File: config.mk
export PLATFORM = sky130hd
export DESIGN_NAME = snn_spike_scheduler_flat
export DESIGN_NICKNAME = d
export VERILOG_FILES = /design/src/rtl/snn_spike_scheduler_if.sv /design/src/rtl/snn_spike_scheduler.sv /design/src/flat_wrapper.sv
export SDC_FILE = /design/constraint.sdc
export NUM_CORES = 1
export LEC_CHECK = 0
export BUFFER_PORTS_ARGS = -buffer_cell sky130_fd_sc_hd__buf_2
export CORE_MARGIN = 10
export CORE_UTILIZATION = 50
export CTS_BUF_LIST = sky130_fd_sc_hd__clkbuf_8
export CTS_CLUSTER_SIZE = 25
export DETAILED_ROUTE_END_ITERATION = 7
export PLACE_DENSITY = 0.78
export SLEW_MARGIN = 0
export SYNTH_ARGS = -nofsm -noshare
export SYNTH_HDL_FRONTEND = slang
export SYNTH_SLANG_ARGS = --single-unit
File: constraint.sdc
create_clock -name clk -period 1.62 [get_ports clk]
set_input_delay 0.405 -clock clk [delete_from_list [all_inputs] [get_ports clk]]
set_output_delay 0.405 -clock clk [all_outputs]
set_load 0.02 [all_outputs]
File: src/rtl/snn_spike_scheduler_if.sv
// Spike-event channel between the scheduler and the synaptic accumulator.
// The master offers an event address; the slave accepts it with ev_ready.
interface snn_spike_scheduler_if #(
  parameter int unsigned AW = 2
);
  logic          ev_valid;
  logic          ev_ready;
  logic [AW-1:0] ev_addr;

  modport master (
    output ev_valid,
    output ev_addr,
    input  ev_ready
  );

  modport slave (
    input  ev_valid,
    input  ev_addr,
    output ev_ready
  );
endinterface

File: src/rtl/snn_spike_scheduler.sv
// Timestep scheduler: captures the layer-1 spike vector, drains it as round-robin
// address events to the accumulator, then strobes layer-2 update and step completion.
module snn_spike_scheduler #(
  parameter int unsigned N  = 4,
  parameter int unsigned AW = $clog2(N)
) (
  input  logic                         clk,
  input  logic                         reset,
  input  logic                         step_start,
  input  logic [N-1:0]                 spike_in,
  snn_spike_scheduler_if.master        ev,
  output logic                         l2_update,
  output logic                         step_done,
  output logic                         busy,
  output logic [7:0]                   event_count,
  output logic                         overrun
);

  typedef enum logic [2:0] {
    IDLE,
    CAPTURE,
    DRAIN,
    UPDATE,
    DONE
  } state_t;

  state_t        state;
  state_t        state_nxt;
  logic [N-1:0]  pending;
  logic [N-1:0]  pending_nxt;
  logic [AW-1:0] ptr;
  logic [AW-1:0] ptr_nxt;
  logic [7:0]    count_nxt;

  logic          found_hi;
  logic          found_lo;
  logic [AW-1:0] idx_hi;
  logic [AW-1:0] idx_lo;
  logic [AW-1:0] grant_idx;
  logic [N-1:0]  grant_mask;
  logic [N-1:0]  pending_left;
  logic          offer;
  logic          accept;

  // Round-robin pick: first set bit at or above ptr, otherwise first set bit from 0.
  always_comb begin
    found_hi = 1'b0;
    found_lo = 1'b0;
    idx_hi   = '0;
    idx_lo   = '0;
    for (int unsigned i = 0; i < N; i++) begin
      if (!found_hi && pending[i] && (i >= 32'(ptr))) begin
        found_hi = 1'b1;
        idx_hi   = AW'(i);
      end
      if (!found_lo && pending[i]) begin
        found_lo = 1'b1;
        idx_lo   = AW'(i);
      end
    end
    grant_idx = found_hi ? idx_hi : idx_lo;
  end

  assign grant_mask   = {{(N-1){1'b0}}, 1'b1} << grant_idx;
  assign pending_left = pending & ~grant_mask;

  assign offer  = (state == DRAIN) && (|pending);
  assign accept = offer && ev.ev_ready;

  assign ev.ev_valid = offer;
  assign ev.ev_addr  = offer ? grant_idx : '0;
  assign l2_update   = (state == UPDATE);
  assign step_done   = (state == DONE);
  assign busy        = (state != IDLE);

  always_comb begin
    state_nxt   = state;
    pending_nxt = pending;
    ptr_nxt     = ptr;
    count_nxt   = event_count;
    unique case (state)
      IDLE: begin
        if (step_start) state_nxt = CAPTURE;
      end
      CAPTURE: begin
        state_nxt   = DRAIN;
        pending_nxt = spike_in;
        count_nxt   = '0;
      end
      DRAIN: begin
        if (!offer) begin
          state_nxt = UPDATE;
        end else if (accept) begin
          pending_nxt = pending_left;
          ptr_nxt     = (grant_idx == AW'(N - 1)) ? '0 : grant_idx + 1'b1;
          if (event_count != '1) count_nxt = event_count + 8'd1;
          // Leave on the last handshake so k events take exactly k DRAIN cycles.
          if (pending_left == '0) state_nxt = UPDATE;
        end
      end
      UPDATE:  state_nxt = DONE;
      DONE:    state_nxt = IDLE;
      default: state_nxt = IDLE;
    endcase
  end

  always_ff @(posedge clk or posedge reset) begin
    if (reset) begin
      state       <= IDLE;
      pending     <= '0;
      ptr         <= '0;
      event_count <= '0;
      overrun     <= 1'b0;
    end else begin
      state       <= state_nxt;
      pending     <= pending_nxt;
      ptr         <= ptr_nxt;
      event_count <= count_nxt;
      if (step_start && (state != IDLE)) overrun <= 1'b1;
    end
  end

endmodule

File: src/flat_wrapper.sv
// flat-port wrapper written by rule: the top's interface ports become plain ports
module snn_spike_scheduler_flat 
#(
  parameter int unsigned N  = 4,
  parameter int unsigned AW = $clog2(N)
)
  (clk, reset, step_start, spike_in, l2_update, step_done, busy, event_count, overrun, ev_ev_valid, ev_ev_addr, ev_ev_ready);
  snn_spike_scheduler_if #(.AW(AW)) ev_i ();
  input  logic clk;
  input  logic reset;
  input  logic step_start;
  input  logic [N-1:0] spike_in;
  output logic l2_update;
  output logic step_done;
  output logic busy;
  output logic [7:0] event_count;
  output logic overrun;
  output wire logic [$bits(ev_i.ev_valid)-1:0] ev_ev_valid;
  output wire logic [$bits(ev_i.ev_addr)-1:0] ev_ev_addr;
  input wire logic [$bits(ev_i.ev_ready)-1:0] ev_ev_ready;
  assign ev_ev_valid = ev_i.ev_valid;
  assign ev_ev_addr = ev_i.ev_addr;
  assign ev_i.ev_ready = ev_ev_ready;
  snn_spike_scheduler #(.N(N), .AW(AW)) u_core (.clk(clk), .reset(reset), .step_start(step_start), .spike_in(spike_in), .ev(ev_i), .l2_update(l2_update), .step_done(step_done), .busy(busy), .event_count(event_count), .overrun(overrun));
endmodule
======== Word-level counts from Yosys, hierarchy flattened ========
Cells that the tools add are included.
storage, ports and cells
  flip-flop bits (word level) ............. 18
  logic and storage cells ................. 80
  output and inout port bits .............. 15
  bits of input ports ..................... 8
cells by class
  reduce and logical (&&, ||, !) cells .... 27
  order comparisons ....................... 3
  bitwise operators ....................... 2
  shift-type cells ........................ 1
  add/sub/neg operators ................... 2
  muxes and demuxes ....................... 28
  equal/unequal tests ..................... 12
operators by type and width
  kind                                                   number
  two-way mux 8 bit                                      3
  one-hot mux 8 bit (2 select lines)                     1
  two-way mux 2 bit                                      7
  logical AND 1 bit                                      12
  two-way mux 3 bit                                      4
  one-hot mux 3 bit (4 select lines)                     1
  two-way mux 1 bit                                      9
  AND reduction 3 bit                                    3
  adder 8 x 1 -> 8 bit, second input constant            1
  two-way mux 4 bit                                      2
  inequality test 8 bit, second input constant           1
  one-hot mux 4 bit (2 select lines)                     1
  == test 3 x 2 -> 1 bit, second input constant          2
  logical NOT 1 bit                                      6
  inequality test 3 bit, second input constant           2
  bitwise AND 4 bit                                      1
  >= comparator 1 x 2 -> 1 bit, first input constant     2
  logical NOT 4 bit                                      1
  inequality test 2 x 1 -> 1 bit, second input constant  2
  inequality test 2 bit, second input constant           2
  NOT 4 bit                                              1
  AND reduction 4 bit                                    1
  OR reduction 4 bit                                     1
  left shift 1 x 2 -> 4 bit, first input constant        1
  other kinds (8)                                        8

======== Longest topological paths before layout ========
Gate-level depths: netlist of the first run.
  word-level depth ........................ 23
  mapped depth ............................ 9

======== Worst setup path after synthesis of the first run ========
Ideal clock, no wire load.
  path kind ............................... register -> register
  start point ............................. reg u_core.ptr[1]
  end point ............................... reg u_core.state[0]
  cell stages (with the launch flop) ...... 9
  clock period less this slack ............ 1.741 ns
  setup slack ............................. -0.121 ns
  path buffers ............................ 0
  arrival time ............................ 1.659 ns
  cell sequence ........................... dfrtp_1 > nand2b_1 > a21o_1 > o221ai_1 > ha_1 > inv_1 > a222oi_1 > nand3_1 > a31oi_1
between the ends
  cells in the longest elaborated chain, start to end .. 21
ends and longest elaborated chain
  what                                                           line                        source
  start, declared                                                snn_spike_scheduler.sv:31   logic [AW-1:0] ptr;
  start signal, assigned                                         snn_spike_scheduler.sv:117  ptr <= ptr_nxt;
  >= comparator 1 x 2 -> 1 bit                                   snn_spike_scheduler.sv:52   if (!found_hi && pending[i] && (i >= 32'(ptr))) begin
  logical AND 1 bit                                              snn_spike_scheduler.sv:52
  two-way mux 1 bit                                              snn_spike_scheduler.sv:52
  logical NOT 1 bit                                              snn_spike_scheduler.sv:52
  logical AND 1 bit (2 in a row)                                 snn_spike_scheduler.sv:52
  two-way mux 1 bit                                              snn_spike_scheduler.sv:52
  logical NOT 1 bit                                              snn_spike_scheduler.sv:52
  logical AND 1 bit (2 in a row)                                 snn_spike_scheduler.sv:52
  [... 3 more ...]                                               -
  two-way mux 2 bit / two-way mux 1 bit (equally long branches)  snn_spike_scheduler.sv:52
  two-way mux 2 bit *                                            snn_spike_scheduler.sv:61   grant_idx = found_hi ? idx_hi : idx_lo;
  left shift 1 x 2 -> 4 bit *                                    snn_spike_scheduler.sv:64   assign grant_mask = {{(N-1){1'b0}}, 1'b1} << grant_idx;
  NOT 4 bit *                                                    snn_spike_scheduler.sv:65   assign pending_left = pending & ~grant_mask;
  bitwise AND 4 bit *                                            snn_spike_scheduler.sv:65
  logical NOT 4 bit *                                            snn_spike_scheduler.sv:98   if (pending_left == '0) state_nxt = UPDATE;
  inequality test 3 bit (no line) *                              -
  AND reduction 3 bit (no line) *                                -
  end signal, assigned                                           snn_spike_scheduler.sv:115  state <= state_nxt;
  end, declared                                                  snn_spike_scheduler.sv:27   state_t state;
Every way passes the cells marked *; elsewhere a longest branch is shown, timed or not.
A chain may end at the register's enable or synchronous reset.

======== Worst setup path after layout of the first run ========
  start point ............................. reg u_core.pending[0]
  end point ............................... out ev_ev_addr[0]
between the ends
  cells in the longest elaborated chain, start to end .. 15
ends and longest elaborated chain
  what                                                           line                        source
  start, declared                                                snn_spike_scheduler.sv:29   logic [N-1:0] pending;
  start signal, assigned                                         snn_spike_scheduler.sv:116  pending <= pending_nxt;
  logical AND 1 bit                                              snn_spike_scheduler.sv:52
  two-way mux 1 bit                                              snn_spike_scheduler.sv:52
  logical NOT 1 bit                                              snn_spike_scheduler.sv:52
  logical AND 1 bit (2 in a row)                                 snn_spike_scheduler.sv:52
  two-way mux 1 bit                                              snn_spike_scheduler.sv:52
  logical NOT 1 bit                                              snn_spike_scheduler.sv:52
  logical AND 1 bit (2 in a row)                                 snn_spike_scheduler.sv:52
  two-way mux 1 bit                                              snn_spike_scheduler.sv:52
  logical NOT 1 bit                                              snn_spike_scheduler.sv:52
  logical AND 1 bit                                              snn_spike_scheduler.sv:52
  two-way mux 2 bit / two-way mux 1 bit (equally long branches)  snn_spike_scheduler.sv:52
  two-way mux 2 bit                                              snn_spike_scheduler.sv:61
  two-way mux 2 bit *                                            snn_spike_scheduler.sv:71   assign ev.ev_addr = offer ? grant_idx : '0;
  end, declared                                                  flat_wrapper.sv:19          output wire logic [$bits(ev_i.ev_addr)-1:0] ev_ev_addr;
Marked as above.

==> impl_metrics.py, run 1 <==
metrics = {
    "floorplanning": {
        "die_w_um": 66.2,
        "core_area_sq_um": 2000,
        "die-height_um": 66.2,
        "io_pins": 23,
        "floorplan.initialDensity": 0.532,
        "floorplan_die_area_sq_um": 4380,
        "placementRows": 16,
    },
    "drt": {
        "routed_wl_um": 4450,
        "initialDrtViolationCount": 80,
        "via_count": 1241,
        "drt_drc_violations_left": 0,
        "routed_vias_inst": 6.24,
        "number_of_detailed_routing_iterations_run_before_antenna_repair": 4,
        "routed_wire_length_per_instance_um": 22.4,
        "route.antenna.remaining_nets": 0,
    },
    "clocking": {
        "holdBufCountCts": 0,
        "numCtsBuffers": 3,
        "cts.htree.levels": 1,
        "tritoncts_clock_tree": "yes",
        "clkTransAtPathRegs_ns": 0.08,
        "worstSkewPairLatency_ns": 0.27,
        "clockBufferDepth": 2,
        "clock-root-buffer": "sky130_fd_sc_hd__clkbuf_8",
        "clkSinkCount": 18,
    },
    "global_route": {
        "globalRoute.totalOverflow": 0,
        "grt_use_met3": 0.0407,
        "gr-max-usage-layer": "met2",
        "number_of_global_route_vias_before_repair": 1224,
        "grt_use_met2": 0.293,
        "grt_max_degree": 19,
        "grt_use_total": 0.172,
        "grt_antenna_before_repair": 0,
        "grt_use_met1": 0.176,
        "grt_pass1_wl_um": 5800,
    },
    "synthesis": {
        "synth.ff_latch_count": 18,
        "syn_area_per_cell_sq_um": 9.43,
        "synthesis.yosys.warnings": 0,
        "ys_top_cells_by_area": "sky130_fd_sc_hd__dfrtp_1 42%, sky130_fd_sc_hd__ha_1 5.9%, sky130_fd_sc_hd__nand2_1 4.9%",
        "synth.cell_area_sq_um": 1070,
        "ys_types": 40,
        "syn-instance-count": 113,
        "synth_area_leader_cell": "sky130_fd_sc_hd__dfrtp_1",
        "postSynth.topFlopCell": "sky130_fd_sc_hd__dfrtp_1",
        "synthesis.nets": 126,
        "postSynth.asyncResetShare": 1.00,
        "synth_seq_area_share": 0.423,
        "synth-edff-count": 0,
        "synthDominantCellAreaShare": 0.423,
    },
    "worst_setup_path": {
        "crit_path_dat_ns": 1.66,
        "critPathLaunchType": "flip-flop",
        "critPathMostFrequentCell": "sky130_fd_sc_hd__buf_6",
        "cpPeakStageDelay_ns": 0.46,
        "slowest_stage": "sky130_fd_sc_hd__dfrtp_2",
        "worstSetupPathType": "flip-flop to primary output",
        "cp_cell_sequence": "buf_6, mux2i_4, o221ai_4, buf_4, nor2_2, buf_6",
        "path_max_fanout": 5,
        "worst-endpoint-required_ns": 1.21,
        "setup.worst_path.end_class": "primary output",
    },
    "sta": {
        "max_freq_ghz": 0.483,
        "timing.hold.ws_ns": 0.146,
        "final_period_minus_worst_setup_slack_ns": 2.07,
        "final_min_period_over_clock_period": 1.28,
        "timing_max_transition_violations_final": 0,
        "fin_tns_setup_ns": -4.84,
        "worst_clock_skew_ns": 0.00333,
        "fin_ws_ns": -0.448,
        "grt_setup_unrepaired": "true",
        "tightestPinTransition_ns": 0.545,
        "max_slew_margin": 0.636,
        "timing.final.hold_violations": 0,
        "setup_violations": 20,
    },
    "final_layout": {
        "nets": 186,
        "final_common_cell": "sky130_fd_sc_hd__buf_4",
        "fillers": 62,
        "area_delta_synth_final_pct": 76.2,
        "antenna_cells": 0,
        "area_of_all_placed_cells_without_fillers_sq_um": 1880,
        "share_of_cells_above_drive_strength_1": 0.657,
        "top_library_cells_by_usage_in_the_layout_fill_and_taps_aside": "23 x sky130_fd_sc_hd__buf_4, 19 x sky130_fd_sc_hd__buf_6, 16 x sky130_fd_sc_hd__buf_2, 14 x sky130_fd_sc_hd__nand2_1, 13 x sky130_fd_sc_hd__dfrtp_1",
    },
    "power_and_ir_drop": {
        "vdd_ir_drop_max_v": 0.00209,
        "powerDensity_nw_per_um2": 2140,
        "totalPowerFinal_w": 0.00402,
        "power_leakage_nw": 0.836,
    },
    "status": {
        "violations": "negative setup slack",
        "run_status": "finished, violations left",
    },
    "place": {
        "hpwlAfterDp_um": 2160,
        "post_place_instance_area_sq_um": 1370,
        "place.gp.congestion": 0.875,
        "port_buffers": 22,
    },
    "hold_path": {
        "timing.hold.worst.class": "input port to asynchronous set/reset pin",
    },
    "flow_run": {
        "timing.max_cap.violations": 0,
    },
}
## worst paths after layout
path	startpoint	to	slack, ns	cells past startpoint
max	u_core.pending[0]$_DFFE_PP0P_	ev_ev_addr[0]	-0.45	6
min	reset	u_core.event_count[0]$_DFFE_PP0P_	0.15	3
max reg2reg	u_core.pending[0]$_DFFE_PP0P_	u_core.state[0]$_DFFE_PP0P_	-0.39	9
min reg2reg	u_core.overrun$_DFFE_PP0P_	u_core.overrun$_DFFE_PP0P_	0.46	1
max in group asynchronous	reset	u_core.pending[1]$_DFFE_PP0P_	1.26	3
min in group clk	spike_in[0]	u_core.pending[0]$_DFFE_PP0P_	0.34	3
## stage by stage
| stage | utilization | worst slack (ns) | instances |
|---|---|---|---|
| 2_1_floorplan | - | -0.0808 | 113 |
| 3_3_place_gp | 0.683 | -0.144 | 178 |
| 3_5_place_dp | 0.683 | -0.249 | 178 |
| 4_1_cts | 0.812 | -0.329 | 194 |
| 5_1_grt | 0.938 | -0.471 | 199 |
| 6_report | 0.938 | -0.448 | 199 |
## worst max-delay path, delay by kind of cell, from the launching register on
family / cells / cell delay [ns]
compound gates: 1 / 0.18
buf+inv: 3 / 0.47
flops: 1 / 0.46
mux: 1 / 0.16
simple gates: 1 / 0.11
## final cells by class
cell class | instances | area (sq um) | share of cell area
clock buffer | 4 | 55.1 | 0.0293
tap | 27 | 33.8 | 0.0180
multi-input combinational | 83 | 832 | 0.443
timing repair buffer | 58 | 467 | 0.249
inverter | 9 | 33.8 | 0.0180
sequential | 18 | 457 | 0.243
## state kept, by name (all words and copies together), names as in the netlist
signal	cells
u_core.overrun	1
u_core.state	3
u_core.ptr	2
u_core.event_count	8
u_core.pending	4
## cell families after synthesis
group | after synthesis | synth area share
simple gates | 47 | 0.246
buf+inv | 12 | 0.0434
compound gates | 24 | 0.158
flops | 18 | 0.423
fa+ha+maj | 5 | 0.0587
mux | 7 | 0.0704
## Yosys cell counts (2+ instances only)
cell                       count
sky130_fd_sc_hd__nand4_1       2
sky130_fd_sc_hd__mux2_2        4
sky130_fd_sc_hd__o21ai_0       6
sky130_fd_sc_hd__ha_1          5
sky130_fd_sc_hd__nand2_1      14
sky130_fd_sc_hd__dfrtp_1      18
sky130_fd_sc_hd__nand2b_1      2
sky130_fd_sc_hd__nor3b_1       2
sky130_fd_sc_hd__a21oi_1       3
sky130_fd_sc_hd__a21o_1        2
sky130_fd_sc_hd__and3b_1       2
sky130_fd_sc_hd__inv_1         9
sky130_fd_sc_hd__o31ai_1       2
sky130_fd_sc_hd__mux2i_1       3
sky130_fd_sc_hd__clkbuf_1      2
sky130_fd_sc_hd__nand3_1       5
sky130_fd_sc_hd__nor2_1        9
## metal layers
layer | vias up | wire (um)
met3 | 24 | 369
met4 | 0 | 233
met2 | 83 | 2220
li1 | 530 | -
met1 | 604 | 1630
met5 | - | 0
## where the power goes
group | internal, W | switching [W]
combinational | 0.00142 | 0.00139
clock | 0.000217 | 0.000176
sequential | 0.000588 | 0.000219
## timing repair
action	in CTS	in global routing
endpoints found under the setup margin	18	21
pin swaps	10	17
gates resized for setup	33	49
buffers inserted	12	7
Note: power is estimated with default switching activity, not from simulation.
==> run 2, diff against run 1 <==
BUFFER_PORTS_ARGS = not set   (was -buffer_cell sky130_fd_sc_hd__buf_2)
CORE_UTILIZATION = 54   (was 50)
DONT_BUFFER_PORTS = 1   (was not set)
PLACE_DENSITY = 0.73   (was 0.78)
==> impl_metrics.py, run 2 (synthesis gave the netlist of run 1 again) <==
metrics = {
    "sta": {
        "final_period_minus_worst_setup_slack_ns": 2.04,
        "max_slew_margin": 0.705,
        "max_freq_ghz": 0.489,
        "grt_setup_unrepaired": "true",
        "fin_ws_ns": -0.424,
        "worst_clock_skew_ns": 0.00819,
        "setup_violations": 20,
        "final_min_period_over_clock_period": 1.26,
        "tightestPinTransition_ns": 0.442,
        "timing.final.hold_violations": 0,
        "fin_tns_setup_ns": -4.74,
        "timing_max_transition_violations_final": 0,
    },
    "worst_setup_path": {
        "worstSetupPathType": "flip-flop to primary output",
        "cpPeakStageDelay_ns": 0.54,
        "cp_num_cells": 5,
        "critPathLaunchType": "flip-flop",
        "slowest_stage": "sky130_fd_sc_hd__or4_4",
        "rr_startpoint": "u_core.pending[2]$_DFFE_PP0P_",
        "cp_cell_sequence": "buf_4, or4_4, nand3_4, nor2_4, buf_6",
        "setup.worst_path.end_class": "primary output",
        "worst-endpoint-required_ns": 1.21,
        "crit_path_to": "ev_ev_addr[1]",
        "crit_path_dat_ns": 1.64,
        "cp_top_family": "simple AND/OR/NAND/NOR gates",
        "number_of_buffers_and_inverters_on_the_critical_path": 2,
        "worst_case_register_to_register_setup_slack_ns": -0.34,
        "r2r-end": "u_core.event_count[1]$_DFFE_PP0P_",
        "path_max_fanout": 3,
        "worst-r2r-cell-count": 7,
        "worstSetupStartpoint": "u_core.pending[2]$_DFFE_PP0P_",
    },
    "final_layout": {
        "area_delta_synth_final_pct": 57.3,
        "largest-register": "u_core.event_count",
        "share_of_cells_above_drive_strength_1": 0.557,
        "fillers": 83,
        "final_cell_count_no_fill": 185,
        "top_library_cells_by_usage_in_the_layout_fill_and_taps_aside": "32 x sky130_fd_sc_hd__buf_4, 14 x sky130_fd_sc_hd__dfrtp_1, 13 x sky130_fd_sc_hd__nand2_1, 13 x sky130_fd_sc_hd__buf_6",
        "nets": 173,
        "final_common_cell": "sky130_fd_sc_hd__buf_4",
        "antenna_cells": 0,
        "largest_reg_flops": 8,
        "top_flop_regs": "u_core.event_count: 8 flops, u_core.pending: 4 flops, u_core.state: 3 flops",
    },
    "floorplanning": {
        "placementRows": 16,
        "die-height_um": 64.4,
        "die_w_um": 64.4,
        "core_area_sq_um": 1920,
        "io_pins": 23,
        "floorplan_die_area_sq_um": 4150,
        "floorplan.initialDensity": 0.555,
    },
    "drt": {
        "initialDrtViolationCount": 63,
        "route.antenna.remaining_nets": 0,
        "routed_wire_length_per_instance_um": 21.2,
        "via_count": 1121,
        "number_of_detailed_routing_iterations_run_before_antenna_repair": 4,
        "routed_vias_inst": 6.06,
        "routed_wl_um": 3920,
        "drt_drc_violations_left": 0,
    },
    "clocking": {
        "clkTransAtPathRegs_ns": 0.07,
        "tritoncts_clock_tree": "yes",
        "numCtsBuffers": 3,
        "clockBufferDepth": 2,
        "clock-root-buffer": "sky130_fd_sc_hd__clkbuf_8",
        "worstSkewPairLatency_ns": 0.26,
        "holdBufCountCts": 0,
        "clkSinkCount": 18,
        "cts.htree.levels": 1,
    },
    "power_and_ir_drop": {
        "comb_power_share": 0.678,
        "vdd_ir_drop_max_v": 0.00166,
        "p_sw_frac": 0.436,
        "internal_power_w": 0.00194,
        "switchingPower_w": 0.00150,
        "p_seq_frac": 0.229,
        "power_frac_clock": 0.093,
        "powerDensity_nw_per_um2": 2050,
        "power_leakage_nw": 0.761,
    },
    "global_route": {
        "grt_max_degree": 19,
        "globalRoute.totalOverflow": 0,
        "grt_pass1_wl_um": 5690,
        "grt_use_total": 0.172,
        "grt_antenna_before_repair": 0,
        "number_of_global_route_vias_before_repair": 1213,
    },
    "hold_path": {
        "timing.hold.worst.class": "input port to asynchronous set/reset pin",
    },
    "place": {
        "detailedPlace.worstSlack_ns": -0.237,
        "dpl.cell_count": 169,
        "port_buffers": 0,
        "place.gp.congestion": 0.954,
        "hpwlAfterDp_um": 2260,
    },
    "status": {
        "run_status": "finished, violations left",
        "violations": "negative setup slack",
    },
    "flow_run": {
        "timing.max_cap.violations": 0,
    },
}
==> run 2: through the flow <==
step                      area [sq um]  utilization  hold slack [ns]  power (W)
after floorplan                   1090            -            0.344    0.00162
after CTS                         1580        0.823           0.0586    0.00306
after global routing              1680        0.872           0.0743    0.00360
after global placement            1360        0.705            0.327    0.00224
after detailed placement          1360        0.705            0.333    0.00228
final                             1680        0.872           0.0473    0.00344
==> run 2: what timing repair did <==
action | in CTS | in global routing
setup buffers | 10 | 3
endpoints found under the setup margin | 20 | 20
pin swaps | 9 | 13
cloned | 0 | 0
gates resized for setup | 27 | 26
==> run 2: power by group through the flow <==
stage	Combinational [W]	Clock, W	Sequential, W
6_report	0.00233	0.000319	0.000788
4_1_cts	0.00199	0.000313	0.000756
3_5_place_dp	0.00152	0	0.000763
3_3_place_gp	0.00148	0	0.000756
2_1_floorplan	0.000863	0	0.000754
5_1_grt	0.00247	0.000330	0.000799
==> run 2: how the worst min path moves through the flow <==
stage               startpoint  depth (start not counted)                                end
floorplan                reset                          1  u_core.event_count[0]$_DFFE_PP0P_
global placement         reset                          2      u_core.pending[1]$_DFFE_PP0P_
detailed placement       reset                          2          u_core.ptr[1]$_DFFE_PP0P_
CTS                      reset                          2          u_core.ptr[1]$_DFFE_PP0P_
global route             reset                          2  u_core.event_count[5]$_DFFE_PP0P_
finish                   reset                          2          u_core.ptr[1]$_DFFE_PP0P_
==> run 2: cell type report <==
| type | instances | area, sq um | share of cell area |
|---|---|---|---|
| Timing Repair Buffer | 45 | 387 | 0.231 |
| Sequential cell | 18 | 455 | 0.272 |
| Inverter | 9 | 36.3 | 0.0216 |
| Tap cell | 27 | 33.8 | 0.0201 |
| Multi-Input combinational cell | 83 | 723 | 0.431 |
| Clock buffer | 3 | 41.3 | 0.0246 |
==> run 2: layer usage <==
layer  share of wire  global-route usage  wire length (um)
met1            0.39               0.168              1520
met2            0.49               0.317              1940
met3           0.052              0.0412               203
met4           0.066               0.112               257
met5               0                   0                 0
==> run 3, diff against run 2 <==
SKIP_LAST_GASP = 1   (was not set)
==> impl_metrics.py, run 3 (synthesis gave the netlist of run 1 again) <==
metrics = {
    "final_layout": {
        "area_of_all_placed_cells_without_fillers_sq_um": 1650,
        "largest_reg_flops": 8,
        "top_library_cells_by_usage_in_the_layout_fill_and_taps_aside": "35 x sky130_fd_sc_hd__buf_4, 14 x sky130_fd_sc_hd__dfrtp_1, 13 x sky130_fd_sc_hd__nand2_1, 9 x sky130_fd_sc_hd__buf_6, 7 x sky130_fd_sc_hd__inv_1",
        "area_delta_synth_final_pct": 54.3,
        "final_cell_count_no_fill": 184,
        "nets": 172,
        "antenna_cells": 0,
        "share_of_cells_above_drive_strength_1": 0.535,
        "top_flop_regs": "u_core.event_count: 8 flops, u_core.pending: 4 flops, u_core.state: 3 flops",
        "largest-register": "u_core.event_count",
        "final_common_cell": "sky130_fd_sc_hd__buf_4",
    },
    "global_route": {
        "number_of_global_route_vias_before_repair": 1195,
        "grt_pass1_wl_um": 5530,
        "grt_use_total": 0.167,
        "grt_max_degree": 19,
        "grt_antenna_before_repair": 0,
        "globalRoute.totalOverflow": 0,
    },
    "place": {
        "port_buffers": 0,
        "dpl.cell_count": 169,
        "place.gp.congestion": 0.954,
        "post_place_instance_area_sq_um": 1360,
        "hpwlAfterDp_um": 2260,
    },
    "clocking": {
        "tritoncts_clock_tree": "yes",
        "holdBufCountCts": 0,
        "clock-root-buffer": "sky130_fd_sc_hd__clkbuf_8",
        "clockBufferDepth": 2,
        "worstSkewPairLatency_ns": 0.25,
        "clkSinkCount": 18,
        "cts.htree.levels": 1,
        "numCtsBuffers": 3,
        "clkTransAtPathRegs_ns": 0.07,
    },
    "worst_setup_path": {
        "number_of_buffers_and_inverters_on_the_critical_path": 2,
        "worstSetupPathType": "flip-flop to primary output",
        "cpPeakStageDelay_ns": 0.54,
        "path_max_fanout": 3,
        "slowest_stage": "sky130_fd_sc_hd__or4_4",
        "setup.worst_path.end_class": "primary output",
        "critPathLaunchType": "flip-flop",
        "cp_cell_sequence": "buf_4, or4_4, nand3_4, nor2_4, buf_6",
        "worst-endpoint-required_ns": 1.21,
        "crit_path_dat_ns": 1.65,
        "cp_top_family": "simple AND/OR/NAND/NOR gates",
    },
    "drt": {
        "route.antenna.remaining_nets": 0,
        "routed_wire_length_per_instance_um": 20.4,
        "via_count": 1140,
        "number_of_detailed_routing_iterations_run_before_antenna_repair": 4,
        "routed_wl_um": 3750,
        "initialDrtViolationCount": 121,
        "routed_vias_inst": 6.20,
        "drt_drc_violations_left": 0,
    },
    "flow_run": {
        "timing.max_cap.violations": 0,
    },
    "sta": {
        "timing_max_transition_violations_final": 0,
        "final_period_minus_worst_setup_slack_ns": 2.06,
        "tightestPinTransition_ns": 0.462,
        "worst_clock_skew_ns": 0.00594,
        "timing.hold.ws_ns": 0.0580,
        "setup_violations": 19,
        "fin_ws_ns": -0.438,
        "timing.final.hold_violations": 0,
        "final_min_period_over_clock_period": 1.27,
        "max_freq_ghz": 0.486,
        "max_slew_margin": 0.691,
        "grt_setup_unrepaired": "true",
        "fin_tns_setup_ns": -4.89,
    },
    "power_and_ir_drop": {
        "power_leakage_nw": 0.752,
        "vdd_ir_drop_max_v": 0.00157,
        "powerDensity_nw_per_um2": 2030,
    },
    "status": {
        "run_status": "finished, violations left",
        "violations": "negative setup slack",
    },
    "floorplanning": {
        "die_w_um": 64.4,
        "io_pins": 23,
        "die-height_um": 64.4,
        "floorplan_die_area_sq_um": 4150,
        "placementRows": 16,
        "floorplan.initialDensity": 0.555,
        "core_area_sq_um": 1920,
    },
    "hold_path": {
        "timing.hold.worst.class": "input port to asynchronous set/reset pin",
    },
}
## run 3: changes by cell type in the layout (fill, tap and decap cells not counted), sizes merged
| cell | change |
|---|---|
| buf | -1 |
## run 3: report_power, final
| group | switching (W) | total [W] | internal (W) |
|---|---|---|---|
| Clock | 0.000141 | 0.000307 | 0.000165 |
| Combinational | 0.00112 | 0.00226 | 0.00114 |
| Sequential | 0.000193 | 0.000779 | 0.000587 |
## run 3: area by class of cell
| class | instances | area (sq um) |
|---|---|---|
| Clock buffer | 3 | 41.3 |
| Fill cell | 97 | 277 |
| Inverter | 9 | 36.3 |
| Multi-Input combinational cell | 83 | 714 |
| Sequential cell | 18 | 455 |
| Tap cell | 27 | 33.8 |
| Timing Repair Buffer | 44 | 364 |
## run 3: timing repair
item | in CTS | in global routing
setup buffers | 10 | 2
hold endpoints to repair | 0 | 0
pin swaps | 9 | 14
resized for setup | 24 | 22
endpoints found under the setup margin | 20 | 20
## run 3: metal layers
| layer | global-route usage | wire length (um) | vias up |
|---|---|---|---|
| li1 | - | - | 507 |
| met2 | 0.293 | 1890 | 74 |
| met4 | 0.115 | 227 | 0 |
| met3 | 0.0361 | 250 | 23 |
| met5 | 0 | 0 | - |
| met1 | 0.174 | 1380 | 536 |
## run 3: worst paths after layout
kind / start / endpoint / slack [ns] / cells after the start
max in group asynchronous: reset / u_core.pending[1]$_DFFE_PP0P_ / 1.35 / 2
worst max register to register: u_core.pending[2]$_DFFE_PP0P_ / u_core.event_count[1]$_DFFE_PP0P_ / -0.35 / 7
worst min register to register: u_core.overrun$_DFFE_PP0P_ / u_core.overrun$_DFFE_PP0P_ / 0.60 / 1
worst min-delay path: reset / u_core.event_count[5]$_DFFE_PP0P_ / 0.06 / 2
min in group clk: spike_in[3] / u_core.pending[3]$_DFFE_PP0P_ / 0.26 / 2
worst max-delay path: u_core.pending[2]$_DFFE_PP0P_ / ev_ev_addr[1] / -0.44 / 5
## run 3: stage by stage
step	power (W)	worst slack (ns)	utilization
2_1_floorplan	0.00162	-0.0808	-
6_report	0.00334	-0.438	0.856
5_1_grt	0.00352	-0.459	0.856
4_1_cts	0.00304	-0.323	0.817
3_5_place_dp	0.00228	-0.237	0.705
3_3_place_gp	0.00224	-0.204	0.705
